File: config.mk
export PLATFORM = sky130hd
export DESIGN_NAME = ldst_pipe_scheduler
export DESIGN_NICKNAME = d
export VERILOG_FILES = /design/src/rtl/ldst_pipe_scheduler.sv
export SDC_FILE = /design/constraint.sdc
export NUM_CORES = 1
export LEC_CHECK = 0
export CAP_MARGIN = 20
export CORE_AREA = 2 2 126 128
export CTS_CLUSTER_SIZE = 25
export DETAILED_ROUTE_END_ITERATION = 7
export DIE_AREA = 0 0 128 130
export GPL_TIMING_DRIVEN = 0
export SETUP_SLACK_MARGIN = 0.5
export SYNTH_ARGS = -nofsm -noshare
export SYNTH_HDL_FRONTEND = slang
export SYNTH_SLANG_ARGS = --single-unit
File: constraint.sdc
create_clock -name iCLOCK -period 5.41 [get_ports iCLOCK]
set_input_delay 1.082 -clock iCLOCK [delete_from_list [all_inputs] [get_ports iCLOCK]]
set_output_delay 1.082 -clock iCLOCK [all_outputs]
set_load 0.01 [all_outputs]
File: src/rtl/ldst_pipe_scheduler.sv
`default_nettype none
// ============================================================================
// Module   : ldst_pipe_scheduler
// Purpose  : Arbitrates one load/store pipe between the execution unit (EXE)
//            and the exception unit (EXC). Exception requests take priority.
//            An exception that arrives while EXE owns the pipe waits in DRAIN
//            until every EXE transaction has been answered. Responses go back
//            to the most recently granted owner.
// Ports    : iCLOCK, iRESET_SYNC           - clock, synchronous active-high reset
//            iEXE_* / oEXE_*               - execution-unit request/response
//            iEXCEPT_* / oEXCEPT_*         - exception-unit request/response
//            oLDST_* / iLDST_*             - load/store pipe side
//            oOWNER                        - 00 IDLE, 01 EXE, 10 EXC, 11 DRAIN
//            oPROTOCOL_ERR                 - sticky: VALID seen with nothing outstanding
//            oTIMEOUT                      - sticky watchdog flag
// Options  : LDST_PIPE_SCHED_TIMEOUT_EN    - enables the 8-bit response watchdog
// Revision : 1.0 - initial release
// ============================================================================
module ldst_pipe_scheduler #(
    parameter int P_MAX_OUTSTANDING = 4
) (
    input  logic        iCLOCK,
    input  logic        iRESET_SYNC,
    input  logic        iEXE_REQ,
    output logic        oEXE_BUSY,
    input  logic [1:0]  iEXE_ORDER,
    input  logic [3:0]  iEXE_MASK,
    input  logic [0:0]  iEXE_RW,
    input  logic [31:0] iEXE_ADDR,
    input  logic [31:0] iEXE_DATA,
    output logic        oEXE_VALID,
    output logic [31:0] oEXE_DATA,
    input  logic        iEXCEPT_REQ,
    output logic        oEXCEPT_BUSY,
    input  logic [1:0]  iEXCEPT_ORDER,
    input  logic [0:0]  iEXCEPT_RW,
    input  logic [31:0] iEXCEPT_ADDR,
    input  logic [31:0] iEXCEPT_DATA,
    output logic        oEXCEPT_VALID,
    output logic [31:0] oEXCEPT_DATA,
    output logic        oLDST_REQ,
    input  logic        iLDST_BUSY,
    output logic [1:0]  oLDST_ORDER,
    output logic [3:0]  oLDST_MASK,
    output logic [0:0]  oLDST_RW,
    output logic [31:0] oLDST_ADDR,
    output logic [31:0] oLDST_DATA,
    input  logic        iLDST_VALID,
    input  logic [31:0] iLDST_DATA,
    output logic [1:0]  oOWNER,
    output logic        oPROTOCOL_ERR,
    output logic        oTIMEOUT
);

    localparam logic [1:0] c_ST_IDLE  = 2'b00;
    localparam logic [1:0] c_ST_EXE   = 2'b01;
    localparam logic [1:0] c_ST_EXC   = 2'b10;
    localparam logic [1:0] c_ST_DRAIN = 2'b11;
    localparam logic       c_OWN_EXE  = 1'b0;
    localparam logic       c_OWN_EXC  = 1'b1;
    localparam logic [2:0] c_MAX      = 3'(P_MAX_OUTSTANDING);

    logic [1:0]  r_state, w_state_next;
    logic [1:0]  r_target, w_target_next;
    logic        r_resp_owner, w_resp_owner_next;
    logic [2:0]  r_count;
    logic        r_protocol_err;
    logic        w_full, w_zero, w_accept, w_valid_ok;
    logic        w_ldst_req, w_exe_busy, w_exc_busy;

    assign w_full = (r_count == c_MAX);
    assign w_zero = (r_count == 3'd0);

    always_ff @(posedge iCLOCK) begin
        if (iRESET_SYNC) begin
            r_state      <= c_ST_IDLE;
            r_target     <= c_ST_EXC;
            r_resp_owner <= c_OWN_EXE;
        end else begin
            r_state      <= w_state_next;
            r_target     <= w_target_next;
            r_resp_owner <= w_resp_owner_next;
        end
    end

    always_comb begin
        w_state_next      = r_state;
        w_target_next     = r_target;
        w_resp_owner_next = r_resp_owner;
        w_ldst_req        = 1'b0;
        w_exe_busy        = 1'b1;
        w_exc_busy        = 1'b1;
        oLDST_ORDER       = 2'b00;
        oLDST_MASK        = 4'h0;
        oLDST_RW          = 1'b0;
        oLDST_ADDR        = 32'h0;
        oLDST_DATA        = 32'h0;
        case (r_state)
            c_ST_IDLE: begin
                if (iEXCEPT_REQ) begin
                    w_state_next      = c_ST_EXC;
                    w_resp_owner_next = c_OWN_EXC;
                end else if (iEXE_REQ) begin
                    w_state_next      = c_ST_EXE;
                    w_resp_owner_next = c_OWN_EXE;
                end
            end
            c_ST_EXE: begin
                oLDST_ORDER = iEXE_ORDER;
                oLDST_MASK  = iEXE_MASK;
                oLDST_RW    = iEXE_RW;
                oLDST_ADDR  = iEXE_ADDR;
                oLDST_DATA  = iEXE_DATA;
                if (iEXCEPT_REQ) begin
                    // Stop issuing immediately; EXE is held busy by the default.
                    w_state_next  = c_ST_DRAIN;
                    w_target_next = c_ST_EXC;
                end else begin
                    w_ldst_req = iEXE_REQ & ~w_full;
                    w_exe_busy = iLDST_BUSY | w_full;
                    if (!iEXE_REQ && w_zero) begin
                        w_state_next = c_ST_IDLE;
                    end
                end
            end
            c_ST_EXC: begin
                oLDST_ORDER = iEXCEPT_ORDER;
                oLDST_MASK  = 4'hf;
                oLDST_RW    = iEXCEPT_RW;
                oLDST_ADDR  = iEXCEPT_ADDR;
                oLDST_DATA  = iEXCEPT_DATA;
                w_ldst_req  = iEXCEPT_REQ & ~w_full;
                w_exc_busy  = iLDST_BUSY | w_full;
                if (!iEXCEPT_REQ && w_zero) begin
                    w_state_next = c_ST_IDLE;
                end
            end
            default: begin
                // DRAIN: the response owner stays put until the handover.
                if (w_zero) begin
                    w_state_next      = r_target;
                    w_resp_owner_next = (r_target == c_ST_EXC) ? c_OWN_EXC : c_OWN_EXE;
                end
            end
        endcase
        // Outputs are forced to their idle values while reset is asserted.
        if (iRESET_SYNC) begin
            w_ldst_req = 1'b0;
            w_exe_busy = 1'b1;
            w_exc_busy = 1'b1;
        end
    end

    assign w_accept   = w_ldst_req & ~iLDST_BUSY;
    // A VALID with nothing outstanding is dropped so the count cannot underflow.
    assign w_valid_ok = iLDST_VALID & ~w_zero & ~iRESET_SYNC;

    always_ff @(posedge iCLOCK) begin
        if (iRESET_SYNC) begin
            r_count        <= 3'd0;
            r_protocol_err <= 1'b0;
        end else begin
            r_count        <= r_count + {2'b00, w_accept} - {2'b00, w_valid_ok};
            r_protocol_err <= r_protocol_err | (iLDST_VALID & w_zero);
        end
    end

    assign oLDST_REQ     = w_ldst_req;
    assign oEXE_BUSY     = w_exe_busy;
    assign oEXCEPT_BUSY  = w_exc_busy;
    assign oEXE_VALID    = w_valid_ok & (r_resp_owner == c_OWN_EXE);
    assign oEXCEPT_VALID = w_valid_ok & (r_resp_owner == c_OWN_EXC);
    assign oEXE_DATA     = oEXE_VALID ? iLDST_DATA : 32'h0;
    assign oEXCEPT_DATA  = oEXCEPT_VALID ? iLDST_DATA : 32'h0;
    assign oOWNER        = iRESET_SYNC ? c_ST_IDLE : r_state;
    assign oPROTOCOL_ERR = r_protocol_err;

`ifdef LDST_PIPE_SCHED_TIMEOUT_EN
    logic [7:0] r_wdog;
    logic       r_timeout;

    always_ff @(posedge iCLOCK) begin
        if (iRESET_SYNC) begin
            r_wdog    <= 8'd0;
            r_timeout <= 1'b0;
        end else if (!w_zero && !iLDST_VALID) begin
            if (r_wdog != 8'hff) begin
                r_wdog <= r_wdog + 8'd1;
            end
            if (r_wdog >= 8'hfe) begin
                r_timeout <= 1'b1;
            end
        end else begin
            r_wdog <= 8'd0;
        end
    end

    assign oTIMEOUT = r_timeout;
`else
    assign oTIMEOUT = 1'b0;
`endif

endmodule
`default_nettype wire

==> results_dict.tcl <==
set metrics [dict create \
    status "completed" \
    die_h_um 130 \
    critical_path.reg2reg.endpoint "r_count[2]" \
    final_common_cell "clkdlybuf4s50_1" \
    final_antenna_diode_count 0 \
    clockRootBuffer "clkbuf_16" \
    hold_violations 0 \
    clock.fmax_ghz 0.232 \
    routedWlPerCell_um 16.6 \
    maxSlewHeadroom 0.579 \
    detail_route.vias_per_cell 4.40 \
    finalPower_mw 1.53 \
    layout.cells.non_filler 819 \
    syn_area_um2 2070 \
    via_count_of_the_first_global_routing_pass 3625 \
    worst-endpoint-required_ns 4.33 \
    power.net_switching_uw 686 \
    netlist_instances 305 \
    vdd.ir_drop.worst_v 0.000135 \
    layout_common_cells "clkdlybuf4s50_1, nor2b_1, a22oi_1, and2_1, and3_1" \
    minimum_setup_slack_among_reg_to_reg_paths_ns 2.77 \
    ys_ff_latch 7 \
    tritoncts_num_sinks 7 \
    endpoint "oEXCEPT_DATA[3]" \
    crit-reg2reg-launch "r_state[0]" \
    initial_utilization 0.134 \
    async_set_or_reset_register_ratio_after_synthesis 0 \
    cts_inserted_buffers 3 \
    critPathLaunchType "primary input" \
    critical_path_arrival_ns 3.22 \
    portion_of_total_power_attributed_to_sequential_cells 0.061 \
    fin_tns_setup_ns 0 \
    detailed_place_hpwl_mm 11.6 \
    cts_post_setup_buffers_inserted 0 \
    placed_cells 815 \
    cellLeakagePower_nw 2.02 \
    synthesis.area_per_instance_um2 6.79 \
    yosysWarningCount 0 \
    groute.layer.met2.usage 0.294 \
    swShare 0.448 \
    die_w_um 128 \
    gr-usage-all-layers 0.148 \
    finalCriticalPeriod_ns 4.31 \
    grt_pass1_wl_mm 19.5 \
    cts_tree "done" \
    hp-class "reg2reg" \
    timing.hold.ws_ns 0.471 \
    crit_fanout 10 \
    ff2ff_path_depth 10 \
    grt_max_degree 11 \
    gr-total-overflow 0 \
    gp_routability_congestion 0.886 \
    num-fill-cells 1606 \
    clk_transition_reported_paths_ns 0.04 \
    final_layout_size_suffix_gt1_frac 0.0287 \
    slew_violations 0 \
    worstSetupStartpoint "iRESET_SYNC" \
    finalCoreUtilization 0.361 \
    portBuffers 318 \
    detailroute.via_count 3601 \
    number_of_antenna_violations_at_the_first_check_in_global_routing 0 \
    finalClockSkew_ns 0.000879 \
    globalRoute.busiestLayer "met2" \
    drt_iter0_markers 145 \
    detailedRoute.firstPassIterationCount 6 \
    synth-edff-count 0 \
    post-route-drc-count 0 \
    routed_wirelength_mm 13.6 \
    cts-hold-fix-buffers 0 \
    final_antenna_net_count 0 \
    fp.dieArea_um2 16600 \
    internal-power_uw 846 \
    clk_latency_ns 0.23 \
    final_nets 811 \
    ctsHtreeMaxLevel 1 \
    standard_cell_core_area_um2 15400 \
    synthesis.nets 488 \
    met3_usage 0.0349 \
    powerDensity_nw_per_um2 275 \
    hold_path_startpoint "oPROTOCOL_ERR" \
    critPathKind "in2out" \
    critical_path.endpoint_type "output port" \
    global_route.usage.met1 0.160 \
    synth.yosys.seq_area_share 0.0676 \
    std_cell_rows 46 \
    floorplan.io_pins 320 \
    transition_at_the_pin_with_the_smallest_max_transition_slack_ns 0.631 \
    cap_viol_max_count 0 \
    min_period_over_period 0.796 \
    share_comb_of_total_power 0.856 \
    clock_power_share 0.083 \
    timing.final.setup_violations 0 \
    flow.area_growth_from_synthesis_pct 169 \
    cts-root-to-sink-buffers 2 \
    yosysUniqueCellTypes 33 \
    post_cts_resize_count 0 \
    grt_setup_unrepaired "false" \
    synth_top_flop_cell "dfxtp_1" \
]
layout make-up:
cell class / count / area [um^2] / area share
Timing Repair Buffer: 318 / 3180 / 0.571
Buffer: 35 / 165 / 0.0296
Multi-Input combinational cell: 257 / 1740 / 0.313
Clock buffer: 4 / 78.8 / 0.0141
Tap cell: 192 / 240 / 0.0431
Sequential cell: 7 / 140 / 0.0251
Inverter: 6 / 22.5 / 0.00404
power by group through the flow:
stage               Clock, mW  Combinational (mW)  Sequential, mW
floorplan                   0               0.682          0.0867
CTS                     0.129                1.33          0.0932
detailed placement          0                1.32          0.0940
finish                  0.127                1.31          0.0933
global route            0.133                1.42          0.0959
global placement            0                1.30          0.0918
Yosys cell counts (2+ instances only):
master     n  area (um^2)
a21oi_1   10         50.1
a22oi_1   67          503
buf_1      5         18.8
dfxtp_1    7          140
nand2_1    5         18.8
and2_1    33          206
buf_2      6         30.0
nor2b_1   77          482
and3_1    33          206
ha_1       6         75.1
xnor2_1    2         17.5
inv_1      6         22.5
buf_6      3         33.8
nor2_1     7         26.3
clkbuf_1  20         75.1
worst min path at each step:
stage	end	slack (ns)	cells past startpoint
6_report	oPROTOCOL_ERR	0.47	2
2_1_floorplan	oPROTOCOL_ERR	0.50	2
3_5_place_dp	oPROTOCOL_ERR	0.47	2
3_3_place_gp	oPROTOCOL_ERR	0.46	2
5_1_grt	oPROTOCOL_ERR	0.50	2
4_1_cts	oPROTOCOL_ERR	0.48	2
stage by stage:
stage / area [um^2] / setup WS, ns
2_1_floorplan: 2070 / 2.48
3_3_place_gp: 5500 / 1.18
3_5_place_dp: 5500 / 1.15
4_1_cts: 5570 / 1.15
5_1_grt: 5570 / 1.03
6_report: 5570 / 1.10
registers in the layout, summed over array words and instances, names as in the netlist:
signal,flops
oPROTOCOL_ERR,1
r_count,3
r_resp_owner,1
r_state,2
logic make-up after synthesis:
family | count (synthesis) | share of synthesized area
XOR/XNOR | 2 | 0.00846
AO/OA/AOI/OAI | 85 | 0.298
adder cells (fa/ha/maj) | 7 | 0.0459
flip-flops | 7 | 0.0676
AND/OR/NAND/NOR | 161 | 0.483
other | 1 | 0.00181
multiplexers | 1 | 0.00483
buffers and inverters | 41 | 0.0906
metal layers:
metal | vias to the layer above | wire length, um
met5 | - | 0
met4 | 0 | 233
met3 | 16 | 1100
met2 | 210 | 7150
met1 | 1652 | 5120
li1 | 1723 | -
critical path, cell delays in order:
cell	delay [ns]
clkdlybuf4s50_1	0.49
nor3b_4	0.42
clkbuf_1	0.37
and3_1	0.29
clkdlybuf4s50_1	0.57
No activity file was read; power rests on OpenSTA's default activity.
==> patch 1: new RTL, config.mk and constraints unchanged <==
The option `LDST_PIPE_SCHED_TIMEOUT_EN` is turned on by a define.
--- a/src/rtl/ldst_pipe_scheduler.sv
+++ b/src/rtl/ldst_pipe_scheduler.sv
@@ -17,4 +17,6 @@
 // Revision : 1.0 - initial release
 // ============================================================================
+`define LDST_PIPE_SCHED_TIMEOUT_EN
+
 module ldst_pipe_scheduler #(
     parameter int P_MAX_OUTSTANDING = 4
Check against the original RTL: same outputs for any inputs over 10 cycles, from zero or initial values and one cycle with iRESET_SYNC high; that may be too few to reach the edited logic, so the function may still have changed.
==> patch 1 against the original RTL <==
  * First-iteration DRC count fell by 17%
  * Wire length up 11%
  * Total power up 24%
  * Sequential power rose by 80%
  * Synthesized area is 20% higher
  * Combinational power grew 22%
  * Sequential cell count up 9
  * Setup slack improved by 0.10 ns
  * Critical path type unchanged
  * Register-to-register slack got worse by 0.15 ns
  * Largest cell class unchanged
  * Cell area increased by 7.3%
==> patch 1: results (changes against the original RTL) <==
status - completed
sequential cell area fraction in the yosys report - 12.9% (+6.1 points)
Vias - 3901 (+8.3%)
CP startpoint - iRESET_SYNC
CP Capture Point - oEXE_DATA[30]
clk_skew - 0.00153 ns (+0.000655 ns)
worst min path class - reg2reg
Critical Path End Type - output port
Yosys cell types - 39 (+18%)
Synth Flop Type - dfxtp_1
Post-Synthesis Net Count - 535 (+9.6%)
Reg-to-Reg End - r_count[2]$_SDFF_PP0_
fill count - 1562 (-2.7%)
htree depth - 1 (unchanged)
initial antenna violation count - 0 (unchanged)
hold path startpoint - oPROTOCOL_ERR$_SDFF_PP0_
Pleak - 2.15 nW (+6.6%)
DRT Pass-1 Iters - 4 (-2)
fraction of layout cells with a size suffix above 1 - 3.87% (+1.0 points)
r2r worst-path depth - 14 (+4)
Placer Congestion - 0.864 (-2.5%)
post-cts gate resize count - 0 (unchanged)
routed wire length - 15000 um (+11%)
Post-synth ARST share - 0% (unchanged)
Synth area leaders - a22oi_1, nor2b_1, dfxtp_1, and3_1, and2_1
Clk Latency, worst-skew pair - 0.24 ns
crit path max fanout - 10 (unchanged)
global-route wire length before repair - 21000 um (+7.4%)
I/O Buffers - 318 (unchanged)
Post-CTS Setup Inserts - 0 (unchanged)
Cell Area, Synth - 2480 um^2 (+20%)
Synth warnings - 0 (unchanged)
antenna cells - 0 (unchanged)
largest registers - r_wdog (8), r_count (3), r_state (2)
Initial DRC Count - 121 (-17%)
critical path's top delay family - buffers and inverters
Max VDD drop - 140 uV (+3.4%)
Sw Ratio - 44.6% (-0.18 points)
CTS clk-pin slew, worst paths - 0.05 ns
reg2reg start - r_state[0]$_SDFFE_PP0P_
NumNets Final - 858 (+5.8%)
CTS Buf Count - 3 (unchanged)
number of global-route vias before repair - 3812 (+5.2%)
Root Buffer - clkbuf_16
GRT Overall Usage - 16.0% (+1.2 points)
R2R Setup Slk - 2.62 ns (-0.15 ns)
synth cell count leaders - nor2b_1, a22oi_1, and3_1
Longest Clk Path Bufs - 2 (unchanged)
pin count of the biggest net entering global routing - 11 (unchanged)
Worst EP arrival - 3.12 ns (-0.10 ns)
critical path's largest stage delay - 0.57 ns (about the same)
worst-margin pin slew - 0.624 ns (-0.00747 ns)
crit path max-delay cell type - clkdlybuf4s50_1
post-DP HPWL - 12800 um (+10%)
[patch 1: changes by cell type after synthesis, moves of 3 or more]
| cell | change |
|---|---|
| a21oi_1 | +5 |
| a31oi_1 | +4 |
| and2_1 | -9 |
| and2_4 | +9 |
| clkbuf_1 | +3 |
| dfxtp_1 | +9 |
| nor2_1 | +12 |
| nor2b_1 | -3 |
| xnor2_1 | +3 |
[patch 1: stage by stage]
step	utilization, %	setup WS [ns]	hold WS (ns)	area (um^2)	instances
after detailed placement	38.3	1.19	0.470	5910	861
after global placement	38.3	1.21	0.471	5910	861
final	38.8	1.20	0.477	5980	864
after CTS	38.8	1.18	0.484	5980	864
after floorplan	-	2.48	0.455	2480	351
after global routing	38.8	1.07	0.509	5980	864
[patch 1: cell type report]
class,instances,area share [%]
repair buffers,318,53.2
multi-input cells,290,32.8
flip-flops and latches,16,5.36
well taps,192,4.02
plain buffers,37,2.85
clock buffers,3,1.26
inverters,8,0.502
[patch 1: metal layers]
metal,track usage (%),routed length (um),up-vias
met3,4.59,1330,6
li1,-,-,1897
met5,0,0,-
met1,17.5,5720,1812
met2,31.5,7920,186
met4,1.87,78,0
[patch 1: cells by family after synthesis]
group | Yosys count | share of synthesized area, %
AO/OA/AOI/OAI | 96 | 27.3
XOR/XNOR | 6 | 2.12
adder cells (fa/ha/maj) | 8 | 4.33
buffers and inverters | 45 | 8.06
flip-flops | 16 | 12.9
multiplexers | 1 | 0.403
AND/OR/NAND/NOR | 179 | 44.9
[patch 1: how the worst min path moves through the flow]
stage                                           to  slack, ns  cells after the start
after floorplan            r_state[1]$_SDFFE_PP0P_       0.46                      1
after global placement    oPROTOCOL_ERR$_SDFF_PP0_       0.47                      2
after detailed placement  oPROTOCOL_ERR$_SDFF_PP0_       0.47                      2
after CTS                 oPROTOCOL_ERR$_SDFF_PP0_       0.48                      2
after global routing      oPROTOCOL_ERR$_SDFF_PP0_       0.51                      2
final                     oPROTOCOL_ERR$_SDFF_PP0_       0.48                      2
[patch 1: power groups by stage]
stage / clock (mW) / combinational, mW / sequential [mW]
after floorplan: 0 / 0.837 / 0.163
after global placement: 0 / 1.59 / 0.169
after detailed placement: 0 / 1.60 / 0.170
after CTS: 0.144 / 1.61 / 0.168
after global routing: 0.148 / 1.73 / 0.171
final: 0.141 / 1.60 / 0.168
[patch 1: worst reg2reg max path, stage by stage (launching register included)]
cell	delay, ns
dfxtp_1	0.33
inv_1	0.14
ha_1	0.16
buf_2	0.20
buf_2	0.26
a22o_1	0.20
nand3_1	0.09
ha_1	0.29
inv_1	0.06
ha_1	0.14
inv_1	0.05
fa_1	0.37
xor2_1	0.17
xnor2_1	0.14
nor2_1	0.06
==> patch 2: new RTL, same flow settings <==
Made on the original files. Put a register stage on the outputs `oEXE_BUSY`, `oEXE_DATA`, `oEXCEPT_BUSY`, `oEXCEPT_DATA`, `oLDST_REQ` and `oOWNER`, with the module's reset. The values now appear one clock later. The other outputs are not delayed to match.
--- a/src/rtl/ldst_pipe_scheduler.sv
+++ b/src/rtl/ldst_pipe_scheduler.sv
@@ -166,12 +166,23 @@
     end
 
-    assign oLDST_REQ     = w_ldst_req;
-    assign oEXE_BUSY     = w_exe_busy;
-    assign oEXCEPT_BUSY  = w_exc_busy;
     assign oEXE_VALID    = w_valid_ok & (r_resp_owner == c_OWN_EXE);
     assign oEXCEPT_VALID = w_valid_ok & (r_resp_owner == c_OWN_EXC);
-    assign oEXE_DATA     = oEXE_VALID ? iLDST_DATA : 32'h0;
-    assign oEXCEPT_DATA  = oEXCEPT_VALID ? iLDST_DATA : 32'h0;
-    assign oOWNER        = iRESET_SYNC ? c_ST_IDLE : r_state;
+    always_ff @(posedge iCLOCK) begin
+        if (iRESET_SYNC) begin
+            oEXE_BUSY    <= '0;
+            oEXE_DATA    <= '0;
+            oEXCEPT_BUSY <= '0;
+            oEXCEPT_DATA <= '0;
+            oLDST_REQ    <= '0;
+            oOWNER       <= '0;
+        end else begin
+            oEXE_BUSY    <= w_exe_busy;
+            oEXE_DATA    <= oEXE_VALID ? iLDST_DATA : 32'h0;
+            oEXCEPT_BUSY <= w_exc_busy;
+            oEXCEPT_DATA <= oEXCEPT_VALID ? iLDST_DATA : 32'h0;
+            oLDST_REQ    <= w_ldst_req;
+            oOWNER       <= iRESET_SYNC ? c_ST_IDLE : r_state;
+        end
+    end
     assign oPROTOCOL_ERR = r_protocol_err;
 
Behaviour: not the same (a bounded check fails within 4 cycles, from zero or initial values and one cycle with iRESET_SYNC high).
==> patch 2 against the original RTL <==
  * Wire length increased by 10%
  * Via count increased by 11%
  * Synthesized area increased by 67%
  * Setup slack improved by 0.23 ns
  * Cell area increased by 28%
  * Count of clock-buffer cells in the layout increased by 6
  * Sequential power increased to 6.9 times the old value
  * Cell count increased by 9.9%
  * Total power increased by 64%
  * Sequential cell count increased by 69
  * Sequential share of layout area increased by 19 points
  * Critical path type unchanged
  * Largest cell class unchanged
  * Highest routed layer unchanged
==> patch 2: results (changes against the original RTL) <==
status - completed
post-DP HPWL - 12500 um (+8.1%)
clk_skew - 0.00269 ns (+0.00182 ns)
worst-margin pin slew - 0.520 ns (-0.111 ns)
clock sink total - 76 (+69)
Multi-input gate area - 1750 um^2 (+0.22%)
Max VDD drop - 136 uV (+0.85%)
Routed WL per cell - 16.7 um (+0.34%)
sequential cell area fraction in the yosys report - 44.0% (+37 points)
met2 Usage GRT - 32.1% (+2.6 points)
switching power - 0.882 mW (+29%)
met1 GRT Util - 18.3% (+2.4 points)
Post-Synthesis Net Count - 557 (+14%)
Cell Count Post-Placement - 884 (+8.5%)
worst hold slack - 0.473 ns (+0.00219 ns)
multiplexer share of the synthesized area - 0.289% (-0.19 points)
global-route wire length before repair - 22100 um (+13%)
Register Area - 1520 um^2 (+990%)
Met2 Wirelength - 7550 um (+5.7%)
fraction of layout cells with a size suffix above 1 - 4.52% (+1.6 points)
Yosys cell types - 34 (+3.0%)
number of global-route vias before repair - 4068 (+12%)
synth cell count leaders - dfxtp_1, nor2b_1, a22oi_1
routed wire length - 15000 um (+10%)
NumNets Final - 886 (+9.2%)
CTS Buf Count - 9 (+6)
GRT Overall Usage - 17.4% (+2.5 points)
patch 2: path summary, 6_finish.rpt:
check | end | from | depth (start not counted)
worst max-delay path | oEXCEPT_VALID | iRESET_SYNC | 5
worst min-delay path | oPROTOCOL_ERR$_SDFF_PP0_ | oPROTOCOL_ERR$_SDFF_PP0_ | 2
worst max register to register | r_count[2]$_SDFF_PP0_ | r_state[1]$_SDFFE_PP0P_ | 12
worst min register to register | oPROTOCOL_ERR$_SDFF_PP0_ | oPROTOCOL_ERR$_SDFF_PP0_ | 2
patch 2: power by group through the flow:
stage / clock network (mW) / logic (mW) / registers, mW
final: 0.547 / 1.32 / 0.647
after detailed placement: 0 / 1.33 / 0.660
after global placement: 0 / 1.31 / 0.658
after floorplan: 0 / 0.663 / 0.675
after global routing: 0.588 / 1.44 / 0.655
after CTS: 0.564 / 1.34 / 0.648
